File: src/rtl/linebuf_pkg.sv
// Shared types and helpers for the three-line convolution line-buffer sequencer.
package linebuf_pkg;

    typedef enum logic [1:0] {
        IDLE = 2'd0,
        FILL = 2'd1,
        RUN  = 2'd2,
        DONE = 2'd3
    } state_t;

    localparam int unsigned NUM_LINES = 3;

    // Advance a line-RAM selector 0 -> 1 -> 2 -> 0.
    function automatic logic [1:0] rot3(input logic [1:0] s);
        return (s == 2'd2) ? 2'd0 : s + 2'd1;
    endfunction

endpackage

File: src/rtl/lb_raster_cnt.sv
// Raster column/row counter: column wraps at width-1 and bumps the row.
// Flags are combinational views of the current position.
module lb_raster_cnt #(
    parameter int unsigned AW = 11,
    parameter int unsigned HW = 11
) (
    input  logic          clk,
    input  logic          rst_n,
    input  logic          clear,
    input  logic          adv,
    input  logic [AW-1:0] width,
    input  logic [HW-1:0] height,
    output logic [AW-1:0] col,
    output logic [HW-1:0] row,
    output logic          eol,
    output logic          eof,
    output logic          row_wrap
);

    assign eol      = (col == width - AW'(1));
    assign eof      = eol && (row == height - HW'(1));
    assign row_wrap = adv && eol;

    // Position register: clear wins, otherwise step on every accepted pixel.
    always_ff @(posedge clk or negedge rst_n) begin
        if (!rst_n) begin
            col <= '0;
            row <= '0;
        end else if (clear) begin
            col <= '0;
            row <= '0;
        end else if (adv) begin
            if (eol) begin
                col <= '0;
                row <= row + HW'(1);
            end else begin
                col <= col + AW'(1);
            end
        end
    end

endmodule

File: src/rtl/linebuf_sched.sv
// Line-buffer scheduler: writes incoming rows into three rotating line RAMs
// and, from row 2 on, reads the two older rows at the incoming column to emit
// aligned top/mid/bot window columns one cycle after each accepted pixel.
// Optional feature macro: LB_ABORT_EN adds an 'abort' input that forces IDLE.
module linebuf_sched
    import linebuf_pkg::*;
#(
    parameter int unsigned DW = 8,
    parameter int unsigned AW = 11,
    parameter int unsigned HW = 11
) (
    input  logic                      clk,
    input  logic                      rst_n,
`ifdef LB_ABORT_EN
    input  logic                      abort,
`endif
    input  logic                      start,
    input  logic [AW-1:0]             fm_width,
    input  logic [HW-1:0]             fm_height,
    output logic                      busy,
    output logic                      done,
    output logic                      cfg_err,
    input  logic                      in_valid,
    output logic                      in_ready,
    input  logic [DW-1:0]             in_data,
    output logic [NUM_LINES-1:0]      ram_wen,
    output logic [AW-1:0]             ram_waddr,
    output logic [DW-1:0]             ram_wdata,
    output logic [NUM_LINES-1:0]      ram_ren,
    output logic [AW-1:0]             ram_raddr,
    input  logic [NUM_LINES*DW-1:0]   ram_rdata,
    output logic                      out_valid,
    input  logic                      out_ready,
    output logic [DW-1:0]             out_top,
    output logic [DW-1:0]             out_mid,
    output logic [DW-1:0]             out_bot,
    output logic [AW-1:0]             out_col,
    output logic                      out_eol,
    output logic                      out_eof
);

    state_t               state, state_nxt;
    logic [AW-1:0]        w_q;
    logic [HW-1:0]        h_q;
    logic [1:0]           wr_sel;
    logic [1:0]           top_sel_q, mid_sel_q;
    logic                 fin_q;
    logic                 ov_q;
    logic                 cfg_err_q;
    logic [DW-1:0]        bot_q;
    logic [AW-1:0]        col_q;
    logic                 eol_q, eof_q;

    logic                 abort_w;
    logic                 dims_ok, start_ok, rdy, acc, cnt_clear;
    logic [AW-1:0]        cnt_col;
    logic [HW-1:0]        cnt_row;
    logic                 cnt_eol, cnt_eof, cnt_wrap;
    logic [NUM_LINES-1:0] wen_oh;

`ifdef LB_ABORT_EN
    assign abort_w = abort;
`else
    assign abort_w = 1'b0;
`endif

    assign dims_ok   = (fm_width >= AW'(3)) && (fm_height >= HW'(3));
    assign start_ok  = (state == IDLE) && start && dims_ok && !abort_w;
    assign cnt_clear = abort_w || start_ok || (state == DONE);

    lb_raster_cnt #(
        .AW (AW),
        .HW (HW)
    ) u_cnt (
        .clk      (clk),
        .rst_n    (rst_n),
        .clear    (cnt_clear),
        .adv      (acc),
        .width    (w_q),
        .height   (h_q),
        .col      (cnt_col),
        .row      (cnt_row),
        .eol      (cnt_eol),
        .eof      (cnt_eof),
        .row_wrap (cnt_wrap)
    );

    // Input acceptance: free-running while filling, gated by the output slot while running.
    always_comb begin
        rdy = 1'b0;
        if (!abort_w) begin
            case (state)
                FILL:    rdy = 1'b1;
                RUN:     rdy = (!ov_q || out_ready) && !fin_q;
                default: rdy = 1'b0;
            endcase
        end
        acc = in_valid && rdy;
    end

    // One-hot write lane for the row currently being written.
    always_comb begin
        case (wr_sel)
            2'd0:    wen_oh = 3'b001;
            2'd1:    wen_oh = 3'b010;
            default: wen_oh = 3'b100;
        endcase
    end

    // RAM ports: write current row, read the other two rows at the same column.
    always_comb begin
        ram_wen   = acc ? wen_oh : '0;
        ram_ren   = (acc && (state == RUN)) ? ~wen_oh : '0;
        ram_waddr = cnt_col;
        ram_raddr = cnt_col;
        ram_wdata = in_data;
    end

    // State register.
    always_ff @(posedge clk or negedge rst_n) begin
        if (!rst_n) state <= IDLE;
        else        state <= state_nxt;
    end

    // Next-state logic; abort overrides every transition.
    always_comb begin
        state_nxt = state;
        case (state)
            IDLE: if (start_ok) state_nxt = FILL;
            FILL: if (cnt_wrap && (cnt_row == HW'(1))) state_nxt = RUN;
            RUN:  if (ov_q && out_ready && eof_q) state_nxt = DONE;
            DONE: state_nxt = IDLE;
            default: state_nxt = IDLE;
        endcase
        if (abort_w) state_nxt = IDLE;
    end

    // Frame bookkeeping and the registered half of the output column.
    always_ff @(posedge clk or negedge rst_n) begin
        if (!rst_n) begin
            w_q       <= '0;
            h_q       <= '0;
            wr_sel    <= '0;
            fin_q     <= 1'b0;
            cfg_err_q <= 1'b0;
            ov_q      <= 1'b0;
            bot_q     <= '0;
            col_q     <= '0;
            eol_q     <= 1'b0;
            eof_q     <= 1'b0;
            top_sel_q <= '0;
            mid_sel_q <= '0;
        end else if (abort_w) begin
            wr_sel    <= '0;
            fin_q     <= 1'b0;
            cfg_err_q <= 1'b0;
            ov_q      <= 1'b0;
        end else begin
            cfg_err_q <= (state == IDLE) && start && !dims_ok;
            if (start_ok) begin
                w_q    <= fm_width;
                h_q    <= fm_height;
                wr_sel <= '0;
                fin_q  <= 1'b0;
            end
            if (cnt_wrap) wr_sel <= rot3(wr_sel);
            if (acc && cnt_eof) fin_q <= 1'b1;
            if (state == DONE) begin
                wr_sel <= '0;
                fin_q  <= 1'b0;
            end
            if (acc && (state == RUN)) begin
                ov_q      <= 1'b1;
                bot_q     <= in_data;
                col_q     <= cnt_col;
                eol_q     <= cnt_eol;
                eof_q     <= cnt_eof;
                top_sel_q <= rot3(wr_sel);
                mid_sel_q <= rot3(rot3(wr_sel));
            end else if (out_ready) begin
                ov_q <= 1'b0;
            end
        end
    end

    // Older rows come straight from the RAM read port, which holds while stalled.
    always_comb begin
        out_top = '0;
        out_mid = '0;
        if (ov_q) begin
            case (top_sel_q)
                2'd0:    out_top = ram_rdata[DW-1:0];
                2'd1:    out_top = ram_rdata[2*DW-1:DW];
                default: out_top = ram_rdata[3*DW-1:2*DW];
            endcase
            case (mid_sel_q)
                2'd0:    out_mid = ram_rdata[DW-1:0];
                2'd1:    out_mid = ram_rdata[2*DW-1:DW];
                default: out_mid = ram_rdata[3*DW-1:2*DW];
            endcase
        end
    end

    assign out_valid = ov_q;
    assign out_bot   = bot_q;
    assign out_col   = col_q;
    assign out_eol   = eol_q;
    assign out_eof   = eof_q;
    assign in_ready  = rdy;
    assign busy      = (state == FILL) || (state == RUN);
    assign done      = (state == DONE);
    assign cfg_err   = cfg_err_q;

endmodule

File: config.mk
export PLATFORM = sky130hd
export DESIGN_NAME = linebuf_sched
export DESIGN_NICKNAME = d
export VERILOG_FILES = /design/src/rtl/linebuf_pkg.sv /design/src/rtl/lb_raster_cnt.sv /design/src/rtl/linebuf_sched.sv
export SDC_FILE = /design/constraint.sdc
export NUM_CORES = 1
export LEC_CHECK = 0
export ABC_CLOCK_PERIOD_IN_PS = 6600
export CORE_UTILIZATION = 54
export CTS_BUF_LIST = sky130_fd_sc_hd__clkbuf_8
export DETAILED_ROUTE_END_ITERATION = 7
export PLACE_DENSITY = 0.89
export SETUP_SLACK_MARGIN = 0.02
export SLEW_MARGIN = 30
export SYNTH_ARGS = -nofsm -noshare
export SYNTH_HDL_FRONTEND = slang
export SYNTH_SLANG_ARGS = --single-unit
File: constraint.sdc
create_clock -name clk -period 6.6 [get_ports clk]
set_clock_uncertainty 0.05 [all_clocks]
set_input_delay 1.32 -clock clk [delete_from_list [all_inputs] [get_ports clk]]
set_output_delay 1.32 -clock clk [all_outputs]
set_load 0.02 [all_outputs]
==> flow_summary.toml <==
[outcome]
status = "completed"

[logic_synthesis]
yosys_warnings = 0
synth_cell_types = 53
synth_flop_cell = "dfrtp_1"
synthArstFlopShare_pct = 100
postSynthNetCount = 582
synthCells = 514
synth_area_leaders = "dfrtp_1 39%, mux2_2 10%, nand2_1 3.6%"
avgSynthCellArea_um2 = 9.41
syn-cell-area_mm2 = 0.00483
yosysTopAreaCell = "dfrtp_1"
synth_edf_count = 0
seq_area_frac_synth_pct = 38.8
synth_top_area_share_pct = 38.8
ys_ff_latch = 75

[floorplanning]
die-area_mm2 = 0.00934
die_h_um = 96.6
num_rows = 34
core_area_mm2 = 0.00868
start_util_pct = 55.7
dieWidth_um = 96.6
ioPinCount = 137

[clock_tree]
cts_sinks = 75
path_clk_slew_ps = 80
postCtsHoldBufs = 0
htree_levels = 3
root_buffer = "clkbuf_8"
post_cts_buffers = 0
clk_latency_ps = 350
cts_made_buffers = 9
cts-resized-gates = 0
cts_tree = "built"
cts_max_path_buffers = 2

[power]
swShare_pct = 31.9
power_w = 0.00117
p_clk_share_pct = 29.6
leakagePower_nw = 2.66
p_seq_share_pct = 45.3
p_comb_share_pct = 25.0
p_sw_w = 0.000374
p_per_area_mw_per_mm2 = 187
peakVddDrop_uv = 126
intPower_w = 0.000799

[worst_setup_path]
start_kind = "input pin"
crit_start = "out_ready"
cp-end-kind = "output port"
worstSetupEndpoint = "ram_ren[0]"
timing.rr.end = "u_cnt.row[5]$_DFFE_PN0P_"
worstSetupPathType = "input pin to output port"
ff2ff_setup_slack_ps = 3380
cp_max_fo = 11
arrival_ps = 3540
crit_required_ps = 5230
reg2reg_depth = 9
r2r-start = "w_q[0]$_DFFE_PN0P_"

[routing]
dr.pass1.iters = 5
vias = 4317
routed_wirelength_um = 12200
drt_iter0_drc = 375
wl_per_cell_um = 16.7
postRouteAntennaNets = 0
viasPerCell = 5.92
drc_errors = 0

[grt]
grt-ovfl-total = 0
grt_first_pass_wirelength_um = 20200
track_usage_pct = 26.6
grt_pass1_vias = 4036
grt_max_degree = 76
antenna_found_initial = 0

[final_layout]
antenna_cells = 0
drive_above_1_share_pct = 11.6
fillCellCount = 612
syn2layout_area_growth_pct = 29.6
design_area_mm2 = 0.00627
post-route-util_pct = 72.2
fin_nets = 684

[timing]
rsz0062_at_grt = "no"
tns_ps = 0
fin_crit_ps = 4910
tightest_slew_ps = 845
slew_viol_final = 0
slew_headroom_pct = 43.7
setup-violations-final = 0
final-hold-violation-count = 0
period_share_pct = 74.4
fmax_ghz = 0.204

[min_path]
hp-class = "flip-flop to flip-flop"

[place]
dpl_cell_area_mm2 = 0.00607
gp_congestion = 0.828
io_buffer_count = 136
dp_hpwl_um = 9050

[job]
cap_viol_max_count = 0
[metal layers]
| layer | vias up | wire length [um] | part of all wire (%) | track usage [%] |
|---|---|---|---|---|
| met5 | - | 0 | 0 | 0 |
| met4 | 0 | 108 | 0.89 | 5.63 |
| met3 | 14 | 890 | 7.3 | 6.07 |
| met2 | 203 | 6060 | 50 | 45.7 |
| met1 | 2069 | 5100 | 42 | 34.3 |
| li1 | 2031 | - | - | - |
[placed cells by master (no fill, tap or decap), types with 5 or more instances in the layout]
cell,count
nand4_1,8
dfrtp_1,75
nand2b_1,5
mux2_2,44
nor2b_1,10
or4_1,6
xnor2_1,14
nor4_1,5
clkbuf_8,9
o21ai_0,33
xor2_1,10
inv_1,13
or3_1,14
and2_1,21
clkdlybuf4s50_1,135
mux2i_1,17
nor2_1,23
ha_1,9
nand2_1,47
a21oi_1,20
nor3_1,14
nand3_1,21
[worst min path at each step]
stage                           startpoint                     end  slack [ps]  depth (start not counted)
global route        out_col[5]$_DFFE_PN0P_  out_col[5]$_DFFE_PN0P_         470                          1
finish                 out_eol$_DFFE_PN0P_     out_eol$_DFFE_PN0P_         440                          2
detailed placement     out_eol$_DFFE_PN0P_     out_eol$_DFFE_PN0P_         430                          2
CTS                    out_eol$_DFFE_PN0P_     out_eol$_DFFE_PN0P_         440                          2
floorplan                fin_q$_DFFE_PN0P_       fin_q$_DFFE_PN0P_         430                          2
global placement       out_eol$_DFFE_PN0P_     out_eol$_DFFE_PN0P_         410                          2
[through the flow]
step	worst slack (ps)	hold slack [ps]	std cells
finish	1690	439	729
global route	1510	475	729
CTS	1720	444	729
detailed placement	1730	426	713
global placement	1780	411	713
floorplan	2410	435	514
[power by group through the flow]
stage	registers, W	clock network, W	logic (W)
after CTS	0.000530	0.000355	0.000293
after global placement	0.000537	0	0.000282
final	0.000532	0.000347	0.000293
after detailed placement	0.000539	0	0.000292
after floorplan	0.000537	0	0.000165
after global routing	0.000538	0.000372	0.000313
[cells by family (layout without fill, tap and decap cells)]
family | Yosys count | count (layout) | share of synthesized area [%]
AND/OR/NAND/NOR | 201 | 201 | 23.1
AO/OA/AOI/OAI | 85 | 85 | 11.2
flip-flops | 75 | 75 | 38.8
multiplexers | 61 | 61 | 13.8
buffers and inverters | 59 | 166 | 6.50
XOR/XNOR | 24 | 24 | 4.35
adder cells (fa/ha/maj) | 9 | 9 | 2.33
[Yosys cell counts, types with 3 or more instances]
| cell | count |
|---|---|
| or3_1 | 14 |
| nor4b_1 | 3 |
| buf_4 | 19 |
| nor2_1 | 23 |
| o31ai_1 | 4 |
| and3_1 | 4 |
| xnor2_1 | 14 |
| ha_1 | 9 |
| or4_1 | 6 |
| clkbuf_1 | 20 |
| or2_2 | 3 |
| nand3_1 | 21 |
| xor2_1 | 10 |
| a31oi_1 | 4 |
| nand2_1 | 47 |
| nand4b_1 | 4 |
| buf_2 | 5 |
| dfrtp_1 | 75 |
| and2_1 | 21 |
| and3b_1 | 3 |
| nor3_1 | 14 |
| inv_1 | 13 |
| nand4_1 | 8 |
| nor3b_1 | 3 |
| o21ai_0 | 33 |
| a21oi_1 | 20 |
| nor2b_1 | 10 |
| mux2_2 | 44 |
| nor4_1 | 5 |
| nand2b_1 | 5 |
| mux2i_1 | 17 |
[sequential cells by signal, summed over array words and instances (netlist names)]
register	flops
fin_q	1
wr_sel	2
out_eol	1
state	2
h_q	11
out_bot	8
out_valid	1
w_q	11
cfg_err	1
out_col	11
top_sel_q	1
u_cnt.col	11
out_eof	1
mid_sel_q	2
u_cnt.row	11
[worst max-delay path, cell delays in order]
cell and delay, ps:
clkdlybuf4s50_1 480, nand2b_1 130, a31oi_1 110, and3b_1 560, nand2_1 190, nor2_1 160
clkdlybuf4s50_1 610
[area by class of cell]
class	count	area [um^2]	share of cell area (%)
Clock inverter	7	68.8	1.10
Multi-Input combinational cell	380	2640	42.2
Clock buffer	9	124	1.98
Inverter	13	48.8	0.779
Sequential cell	75	1880	29.9
Tap cell	108	135	2.16
Timing Repair Buffer	137	1370	21.9
No activity file was read; power rests on OpenSTA's default activity.
